**config.mk**
```make
export PLATFORM = sky130hd
export DESIGN_NAME = ex_sorter_sortedserializer
export DESIGN_NICKNAME = d
export VERILOG_FILES = /design/src/rtl/ex_sorter_pkg.sv /design/src/rtl/ex_sorter_groupqueue.sv /design/src/rtl/ex_sorter_sortedserializer.sv
export SDC_FILE = /design/constraint.sdc
export NUM_CORES = 1
export LEC_CHECK = 0
export CAP_MARGIN = 40
export CORE_AREA = 3 3 84 146
export DETAILED_ROUTE_END_ITERATION = 7
export DIE_AREA = 0 0 87 149
export DONT_BUFFER_PORTS = 1
export PLACE_DENSITY = 0.55
export SLEW_MARGIN = 20
export SYNTH_ARGS = -nofsm -noshare
export SYNTH_HDL_FRONTEND = slang
export SYNTH_SLANG_ARGS = --single-unit
```
**constraint.sdc**
```tcl
create_clock -name clk -period 4.81 [get_ports clk]
set_clock_uncertainty 0.2 [all_clocks]
set_input_delay 0 -clock clk [delete_from_list [all_inputs] [get_ports clk]]
set_output_delay 0 -clock clk [all_outputs]
set_load 0.02 [all_outputs]
```
**src/rtl/ex_sorter_pkg.sv**
```systemverilog
`default_nettype none
// ============================================================================
// Module      : ex_sorter_pkg
// Description : Shared constants and types for the sorter back end. A group
//               is the 4-element tuple produced by the sorting unit.
// Revision    : 1.0 - initial release
// ============================================================================
`ifndef EX_SORTER_NBITS
`define EX_SORTER_NBITS 8
`endif

package ex_sorter_pkg;

    localparam int c_nelems = 4;
    localparam int c_idx_w  = $clog2(c_nelems);

    // Default-width group type; parameterised modules build the same shape
    // from their own NBITS.
    typedef logic [c_nelems-1:0][`EX_SORTER_NBITS-1:0] ex_sorter_group_t;

endpackage : ex_sorter_pkg
`default_nettype wire

```
**src/rtl/ex_sorter_groupqueue.sv**
```systemverilog
`default_nettype none
// ============================================================================
// Module      : ex_sorter_groupqueue
// Description : Circular buffer of 4-element groups. Owns head/tail/count.
//               The caller decides when enqueue is legal; a simultaneous
//               enqueue and dequeue leaves count unchanged even when full.
// Ports       : clk, reset (sync, active-low)
//               enq_val/enq_bits - write a group at tail
//               deq_en           - retire the group at head
//               deq_bits         - group at head (valid when count != 0)
//               count, full      - occupancy
// Revision    : 1.0 - initial release
// ============================================================================
module ex_sorter_groupqueue
    import ex_sorter_pkg::*;
#(
    parameter int NBITS   = 8,
    parameter int NGROUPS = 2,
    localparam int CNT_W  = $clog2(NGROUPS + 1)
) (
    input  logic                             clk,
    input  logic                             reset,
    input  logic                             enq_val,
    input  logic [c_nelems-1:0][NBITS-1:0]   enq_bits,
    input  logic                             deq_en,
    output logic [c_nelems-1:0][NBITS-1:0]   deq_bits,
    output logic [CNT_W-1:0]                 count,
    output logic                             full
);

    localparam int c_ptr_w = (NGROUPS > 1) ? $clog2(NGROUPS) : 1;

    logic [c_nelems-1:0][NBITS-1:0] r_mem [NGROUPS];
    logic [c_ptr_w-1:0]             r_head;
    logic [c_ptr_w-1:0]             r_tail;
    logic [CNT_W-1:0]               r_count;
    logic [c_ptr_w-1:0]             w_head_nxt;
    logic [c_ptr_w-1:0]             w_tail_nxt;

    // Wrap by compare so any depth works, not just powers of two.
    always_comb begin
        w_head_nxt = (r_head == c_ptr_w'(NGROUPS - 1)) ? '0 : r_head + 1'b1;
        w_tail_nxt = (r_tail == c_ptr_w'(NGROUPS - 1)) ? '0 : r_tail + 1'b1;
    end

    always_ff @(posedge clk) begin
        if (!reset) begin
            r_head  <= '0;
            r_tail  <= '0;
            r_count <= '0;
        end else begin
            if (enq_val) r_tail <= w_tail_nxt;
            if (deq_en)  r_head <= w_head_nxt;
            case ({enq_val, deq_en})
                2'b10:   r_count <= r_count + 1'b1;
                2'b01:   r_count <= r_count - 1'b1;
                default: r_count <= r_count;
            endcase
        end
    end

    // Storage needs no reset: nothing reads it while count is zero.
    always_ff @(posedge clk) begin
        if (reset && enq_val) r_mem[r_tail] <= enq_bits;
    end

    assign deq_bits = r_mem[r_head];
    assign count    = r_count;
    assign full     = (r_count == CNT_W'(NGROUPS));

`ifndef SYNTHESIS
    always_ff @(posedge clk) begin
        if (reset) begin
            assert (r_count <= CNT_W'(NGROUPS))
                else $error("groupqueue count %0d exceeds depth", r_count);
        end
    end
`endif

endmodule : ex_sorter_groupqueue
`default_nettype wire

```
**src/rtl/ex_sorter_sortedserializer.sv**
```systemverilog
`default_nettype none
// ============================================================================
// Module      : ex_sorter_sortedserializer
// Description : Captures sorted 4-tuples from the sorter into a group queue
//               and replays them one element per cycle (element 0 first) on
//               a val/rdy stream. Never back-pressures the sorter; exports
//               in_full for upstream throttling, flags drops and unsorted
//               groups with sticky bits.
// Ports       : clk, reset (sync, active-low)
//               in_val, in0..in3    - sorted group from the sorter
//               in_full             - queue holds NGROUPS groups
//               out_val/out_rdy     - output handshake
//               out_msg, out_last   - current element, last-of-group marker
//               ovfl, order_err     - sticky error flags
// Revision    : 1.0 - initial release
// ============================================================================
module ex_sorter_sortedserializer
    import ex_sorter_pkg::*;
#(
    parameter int NBITS   = 8,
    parameter int NGROUPS = 2
) (
    input  logic             clk,
    input  logic             reset,
    input  logic             in_val,
    input  logic [NBITS-1:0] in0,
    input  logic [NBITS-1:0] in1,
    input  logic [NBITS-1:0] in2,
    input  logic [NBITS-1:0] in3,
    output logic             in_full,
    output logic             out_val,
    input  logic             out_rdy,
    output logic [NBITS-1:0] out_msg,
    output logic             out_last,
    output logic             ovfl,
    output logic             order_err
);

    localparam int CNT_W = $clog2(NGROUPS + 1);

    logic [c_nelems-1:0][NBITS-1:0] w_enq_bits;
    logic [c_nelems-1:0][NBITS-1:0] w_deq_bits;
    logic [CNT_W-1:0]               w_count;
    logic                           w_full;
    logic                           w_fire;
    logic                           w_pop;
    logic                           w_enq;
    logic                           w_drop;
    logic                           w_sorted;
    logic [c_idx_w-1:0]             r_idx;
    logic                           r_ovfl;
    logic                           r_order_err;

    assign w_enq_bits = {in3, in2, in1, in0};

    // out_val comes only from registered count, so no path from out_rdy.
    assign out_val  = (w_count != '0);
    assign w_fire   = out_val && out_rdy;
    assign w_pop    = w_fire && (r_idx == c_idx_w'(c_nelems - 1));
    // A pop in the same cycle frees a slot, so a full queue can still accept.
    assign w_enq    = in_val && (!w_full || w_pop);
    assign w_drop   = in_val && w_full && !w_pop;
    assign w_sorted = (in0 <= in1) && (in1 <= in2) && (in2 <= in3);

    ex_sorter_groupqueue #(
        .NBITS   (NBITS),
        .NGROUPS (NGROUPS)
    ) u_queue (
        .clk      (clk),
        .reset    (reset),
        .enq_val  (w_enq),
        .enq_bits (w_enq_bits),
        .deq_en   (w_pop),
        .deq_bits (w_deq_bits),
        .count    (w_count),
        .full     (w_full)
    );

    always_ff @(posedge clk) begin
        if (!reset) begin
            r_idx       <= '0;
            r_ovfl      <= 1'b0;
            r_order_err <= 1'b0;
        end else begin
            // idx is exactly log2(c_nelems) bits, so 3 -> 0 wraps naturally.
            if (w_fire) r_idx <= r_idx + 1'b1;
            if (w_drop) r_ovfl <= 1'b1;
            if (w_enq && !w_sorted) r_order_err <= 1'b1;
        end
    end

    assign out_msg   = out_val ? w_deq_bits[r_idx] : '0;
    assign out_last  = out_val && (r_idx == c_idx_w'(c_nelems - 1));
    assign in_full   = w_full;
    assign ovfl      = r_ovfl;
    assign order_err = r_order_err;

`ifndef SYNTHESIS
    always_ff @(posedge clk) begin
        if (reset) begin
            assert (!$isunknown(in_val))  else $error("in_val is X");
            assert (!$isunknown(out_rdy)) else $error("out_rdy is X");
        end
    end
`endif

endmodule : ex_sorter_sortedserializer
`default_nettype wire

```
======== After elaboration in Yosys (flattened, before gate mapping) ========
Memory sizes are Yosys's and may differ from the RTL's. A register that Yosys moved wholly into a read port is not among the register bits.
Index checks and enable logic that the tools add are counted.
operators by class
  add/subtract/negate cells ............... 5
  magnitude comparators ................... 4
  equality and inequality tests ........... 4
  mux-type cells .......................... 10
  reductions and logical operators ........ 16
operator list
  kind                                                 number
  less-or-equal comparator 8 bit                       3
  binary-select mux 8 bit (select 2 bit)               1
  2-to-1 mux 8 bit                                     2
  logical AND 1 bit                                    10
  equality test 2 bit, second input constant           3
  2-to-1 mux 1 bit                                     6
  adder 2 x 1 -> 2 bit, second input constant          2
  one-hot mux 2 bit (2 select lines)                   1
  nonzero test 2 bit                                   2
  logical NOT 1 bit                                    3
  < comparator 2 x 3 -> 1 bit, second input constant   1
  adder 1 bit, second input constant                   2
  equality test 2 x 1 -> 1 bit, second input constant  1
  subtractor 2 x 1 -> 2 bit, second input constant     1
  logical OR 1 bit                                     1
word-level totals
  register bits after elaboration ......... 8
  memory bits (writable) .................. 64
  logic and storage cells ................. 46
  memories kept ........................... 1
memory list
  name           words  bits a word  rd ports  clocked after Yosys merged registers in  wr ports  line                        source
  u_queue.r_mem  2      32           1         1                                        1         ex_sorter_groupqueue.sv:33  logic [c_nelems-1:0][NBITS-1:0] r_mem [NGROUPS];

======== Depth between registers and ports, before layout ========
  word-level depth ........................ 8
  depth in mapped cells ................... 7

======== Modules after synthesis ========
A second synthesis with hierarchy kept.
unflattened totals
  cell total of the unflattened synthesis .. 245
  area total of the unflattened synthesis .. 3558.4 µm²
by module, submodules not included
  module                      instances  cells each  area each (µm²)  seq. area each (µm²)
  ex_sorter_groupqueue        1          122         2526.2           2021.9
  ex_sorter_sortedserializer  1          123         1032.2           80.1

======== Worst setup path after synthesis ========
OpenSTA, ideal clock, no wires.
  kind .................................... flip-flop to flip-flop
  start ................................... reg r_idx[1]
  end ..................................... mem u_queue.r_mem[0][0] (netlist bit) (enable)
  data arrival time ....................... 2.317 ns
  setup slack ............................. 1.872 ns
  cell stages (with the launch flop) ...... 6
  buffers on the path ..................... 0
  cells stage by stage .................... dfxtp_1 ha_1 nand2_1 a21boi_1 nand2_1 nor2_1
between the ends
  longest elaborated chain between the ends .. 7
ends and longest elaborated chain
  element                                 line                              source
  start, declared                         ex_sorter_sortedserializer.sv:50  logic [c_idx_w-1:0] r_idx;
  start signal, assigned                  ex_sorter_sortedserializer.sv:86  if (w_fire) r_idx <= r_idx + 1'b1;
  equality test 2 bit                     ex_sorter_sortedserializer.sv:59  assign w_pop = w_fire && (r_idx == c_idx_w'(c_nelems - 1));
  logical AND 1 bit                       ex_sorter_sortedserializer.sv:59
  logical OR 1 bit                        ex_sorter_sortedserializer.sv:61  assign w_enq = in_val && (!w_full || w_pop);
  logical AND 1 bit                       ex_sorter_sortedserializer.sv:61
  logical AND 1 bit                       ex_sorter_groupqueue.sv:64        if (reset && enq_val) r_mem[r_tail] <= enq_bits;
  2-to-1 mux 1 bit                        ex_sorter_groupqueue.sv:64
  2-to-1 mux 1 bit (implied by the code)  ex_sorter_groupqueue.sv:64
  end, declared                           ex_sorter_groupqueue.sv:33
Every way passes these cells.

======== Worst setup path after layout ========
  start ................................... reg r_idx[0]
  end ..................................... reg u_queue.r_count[1], in the netlist u_queue.count[1]
between the ends
  longest elaborated chain between the ends .. 6
ends and longest elaborated chain
  element                                                                          line                              source
  equality test 2 bit (*)                                                          ex_sorter_sortedserializer.sv:59
  logical AND 1 bit (*)                                                            ex_sorter_sortedserializer.sv:59
  logical OR 1 bit                                                                 ex_sorter_sortedserializer.sv:61
  logical AND 1 bit                                                                ex_sorter_sortedserializer.sv:61
  equality test 2 x 1 -> 1 bit / equality test 2 bit (equally long branches)       ex_sorter_groupqueue.sv:54        case ({enq_val, deq_en})
  one-hot mux 2 bit (2 select lines) / nonzero test 2 bit (equally long branches)  --
  end signal, assigned                                                             ex_sorter_groupqueue.sv:55        2'b10: r_count <= r_count + 1'b1;
  end signal, assigned                                                             ex_sorter_groupqueue.sv:56        2'b01: r_count <= r_count - 1'b1;
  end signal, assigned                                                             ex_sorter_groupqueue.sv:57        default: r_count <= r_count;
  end, declared                                                                    ex_sorter_groupqueue.sv:36        logic [CNT_W-1:0] r_count;
Every way passes the cells marked *; elsewhere a longest branch is shown, timed or not.
A chain may end at the register's enable or synchronous reset.

==> run_results.csv <==
group,metric,value,unit
outcome,status,"finished with violations",
outcome,violations,"negative hold slack",
clock_tree,cts_setup_buffers,0,
grt,grt_usage,12.9,%
synth,seq_area_frac_synth,60.6,%
synth,yosysWarnings,0,
die,die_area,13000,µm²
clock_tree,worstSkewPairLatency,0.33,ns
layout,nNetsFinal,339,
grt,grt_pass1_vias,2157,
routing,avgRoutedWirePerCell,18.4,µm
power_and_ir_drop,power.density,385,nW/µm²
routing,vias,1955,
routing,vias_per_cell,4.71,
placed_design,port_buffers,0,
critical_path,critPathMaxFanout,10,
clock_tree,cts_made_buffers,9,
run,drv_cap,0,
synth,async_flop_share,0,%
layout,drive_above_1_share,11.0,%
grt,grt_overflow,0,
routing,dr.pass1.iters,4,
timing,fmax,355,MHz
die,core_area,11200,µm²
placed_design,place.gp.congestion,0.684,
critical_path,worstPathRequired,4.82,ns
synth,synth_cells,232,
routing,wirelength,7640,µm
synth,synthesis.nets,293,
timing,hold_ws,-0.0206,ns
clock_tree,cts_buffer_depth,2,
synth,synth_cell_types,34,
power_and_ir_drop,power,1680,µW
timing,post-route-period-util,58.6,%
layout,syn_to_final_growth,25.8,%
timing,tightest_slew,0.605,ns
timing,relSlewSlack,59.6,%
grt,antenna_found_initial,0,
critical_path,crit_path_end_kind,"flop",
timing,drv_slew,0,
timing,grt_setup_unrepaired,"false",
critical_path,worst_path_max_delay_cell,"dfxtp_1",
grt,grt_max_degree,33,
routing,drc,0,
synth,synth_top_area_share,55.4,%
timing,setup_viol,0,
synth,synth-edff-count,64,
synth,synth_area_per_cell,15.0,µm²
critical_path,critical_path_class,"reg -> reg",
die,ios,49,
power_and_ir_drop,peakVddDrop,190,µV
synth,ys.flop_type,"edfxtp_1",
timing,min_period,2.82,ns
clock_tree,clock_sinks,73,
clock_tree,clkTransAtPathRegs,0.06,ns
timing,final.setup.tns,0,ns
critical_path,path_common_cell,"dlygate4sd3_1",
synth,syn_area,3470,µm²
layout,n_antenna_cell,0,
critical_path,critPathLaunchType,"flop",
critical_path,crit_chain,"buf_6 > ha_1 > nand2_1 > o21ai_0 > dlygate4sd3_1 > a21oi_1 > dlygate4sd3_1",
placed_design,dp_hpwl,5540,µm
die,initial_core_util,31.1,%
clock_tree,cts_tree,"done",
die,num_rows,51,
grt,grt_pass1_wl,12100,µm
power_and_ir_drop,total_leakage_power,0.00162,µW
critical_path,cp.arrival,2.83,ns
placed_design,dpl_cell_area,3620,µm²
routing,antenna_left,0,
synth,ys_ff_latch,73,
clock_tree,htreeDepth,3,
critical_path,max_stage_delay,0.57,ns
timing,hold_viol,1,
die,die_x,87,µm
layout,final_area,4360,µm²
die,die_h,149,µm
synth,synth_area_leaders,"edfxtp_1 55%, ha_1 9.0%, mux4_2 6.5%, dfxtp_1 5.2%, mux4_1 4.5%",
routing,dr.first_iter.drc_count,143,
clock_tree,cts_root_buf,"clkbuf_16",
synth,synth_top_area_cell,"edfxtp_1",
worst_hold_path,min_path_type,"in -> reg",
[cell type report]
type | count | area, µm²
clock inverter | 6 | 130
tap | 132 | 165
timing repair buffer | 43 | 429
multi-input combinational | 124 | 1210
inverter | 27 | 101
fill | 995 | 6800
sequential | 73 | 2100
clock buffer | 10 | 229
[layout by cell type (no fill, tap or decap), types with 7 or more instances in the layout]
| cell | n |
|---|---|
| a21oi_1 | 13 |
| clkbuf_16 | 9 |
| dfxtp_1 | 9 |
| dlygate4sd3_1 | 38 |
| edfxtp_1 | 64 |
| ha_1 | 25 |
| inv_1 | 27 |
| mux2i_1 | 9 |
| mux4_2 | 10 |
| nand2_1 | 7 |
| nand4_1 | 7 |
| nor2_1 | 9 |
| nor2b_1 | 8 |
| o21ai_0 | 7 |
[registers in the layout, summed over array words and instances (netlist names), named ones only]
register	cells
u_queue.r_mem	64
r_idx	2
u_queue.count	2
order_err	1
ovfl	1
u_queue.r_head	1
u_queue.r_tail	1
[cells by family after synthesis]
logic type	share of synthesized area [%]
fa+ha+maj	9.02
compound gates	5.55
simple gates	5.77
xor+xnor	0.757
mux	13.6
buf+inv	4.69
flops	60.6
[critical path, delay by kind of cell, from the launching register on]
kind / cells / cell delay (ns)
AO/OA/AOI/OAI: 2 / 0.25
adder cells (fa/ha/maj): 1 / 0.17
buffers and inverters: 3 / 1.34
flip-flops: 1 / 0.57
AND/OR/NAND/NOR: 1 / 0.17
[synth_stat cells (2+ instances only)]
cell / number
edfxtp_1: 64
inv_1: 27
ha_1: 25
a21oi_1: 13
mux4_2: 10
nor2_1: 10
dfxtp_1: 9
mux2i_1: 9
nor2b_1: 8
nand2_1: 7
nand4_1: 7
o21ai_0: 7
mux4_1: 6
a21boi_0: 3
buf_2: 3
and2_1: 2
clkbuf_1: 2
nand3_1: 2
o211ai_1: 2
xnor2_1: 2
[through the flow]
stage,utilization (%),std cells,setup slack [ns]
finish,39.1,415,1.99
global route,39.1,415,1.80
CTS,39.1,415,1.96
detailed placement,32.5,361,2.12
global placement,32.2,358,1.95
floorplan,-,232,1.87
[report_power, final]
part,internal (µW),leakage (µW),switching [µW]
Sequential,720,0.000661,14.0
Combinational,73.8,0.000781,83.3
Clock,557,0.000176,234
[metal layers]
layer	vias up	wire, µm	global-route usage [%]
li1	978	-	-
met1	946	2540	12.0
met2	27	4670	25.4
met3	4	338	3.59
met4	0	95	4.68
met5	-	0	0
[final timing paths]
kind | end | from | cells after the start | slack (ns)
max | u_queue.count[1]$_SDFFE_PN0P_ | r_idx[0]$_SDFFE_PN0P_ | 7 | 1.99
max reg2reg | u_queue.count[1]$_SDFFE_PN0P_ | r_idx[0]$_SDFFE_PN0P_ | 7 | 1.99
min reg2reg | flop | u_queue.r_head$_SDFFE_PN0N_ | 2 | 0.33
min | order_err$_SDFFE_PN0P_ | in1[7] | 4 | -0.02
[timing repair]
action | CTS | global route
setup endpoints to repair | 0 | 0
endpoints found under the hold margin | 73 | 0
gates resized for setup | 0 | 0
hold buffers | 38 | 0
No activity file was read; power rests on OpenSTA's default activity.
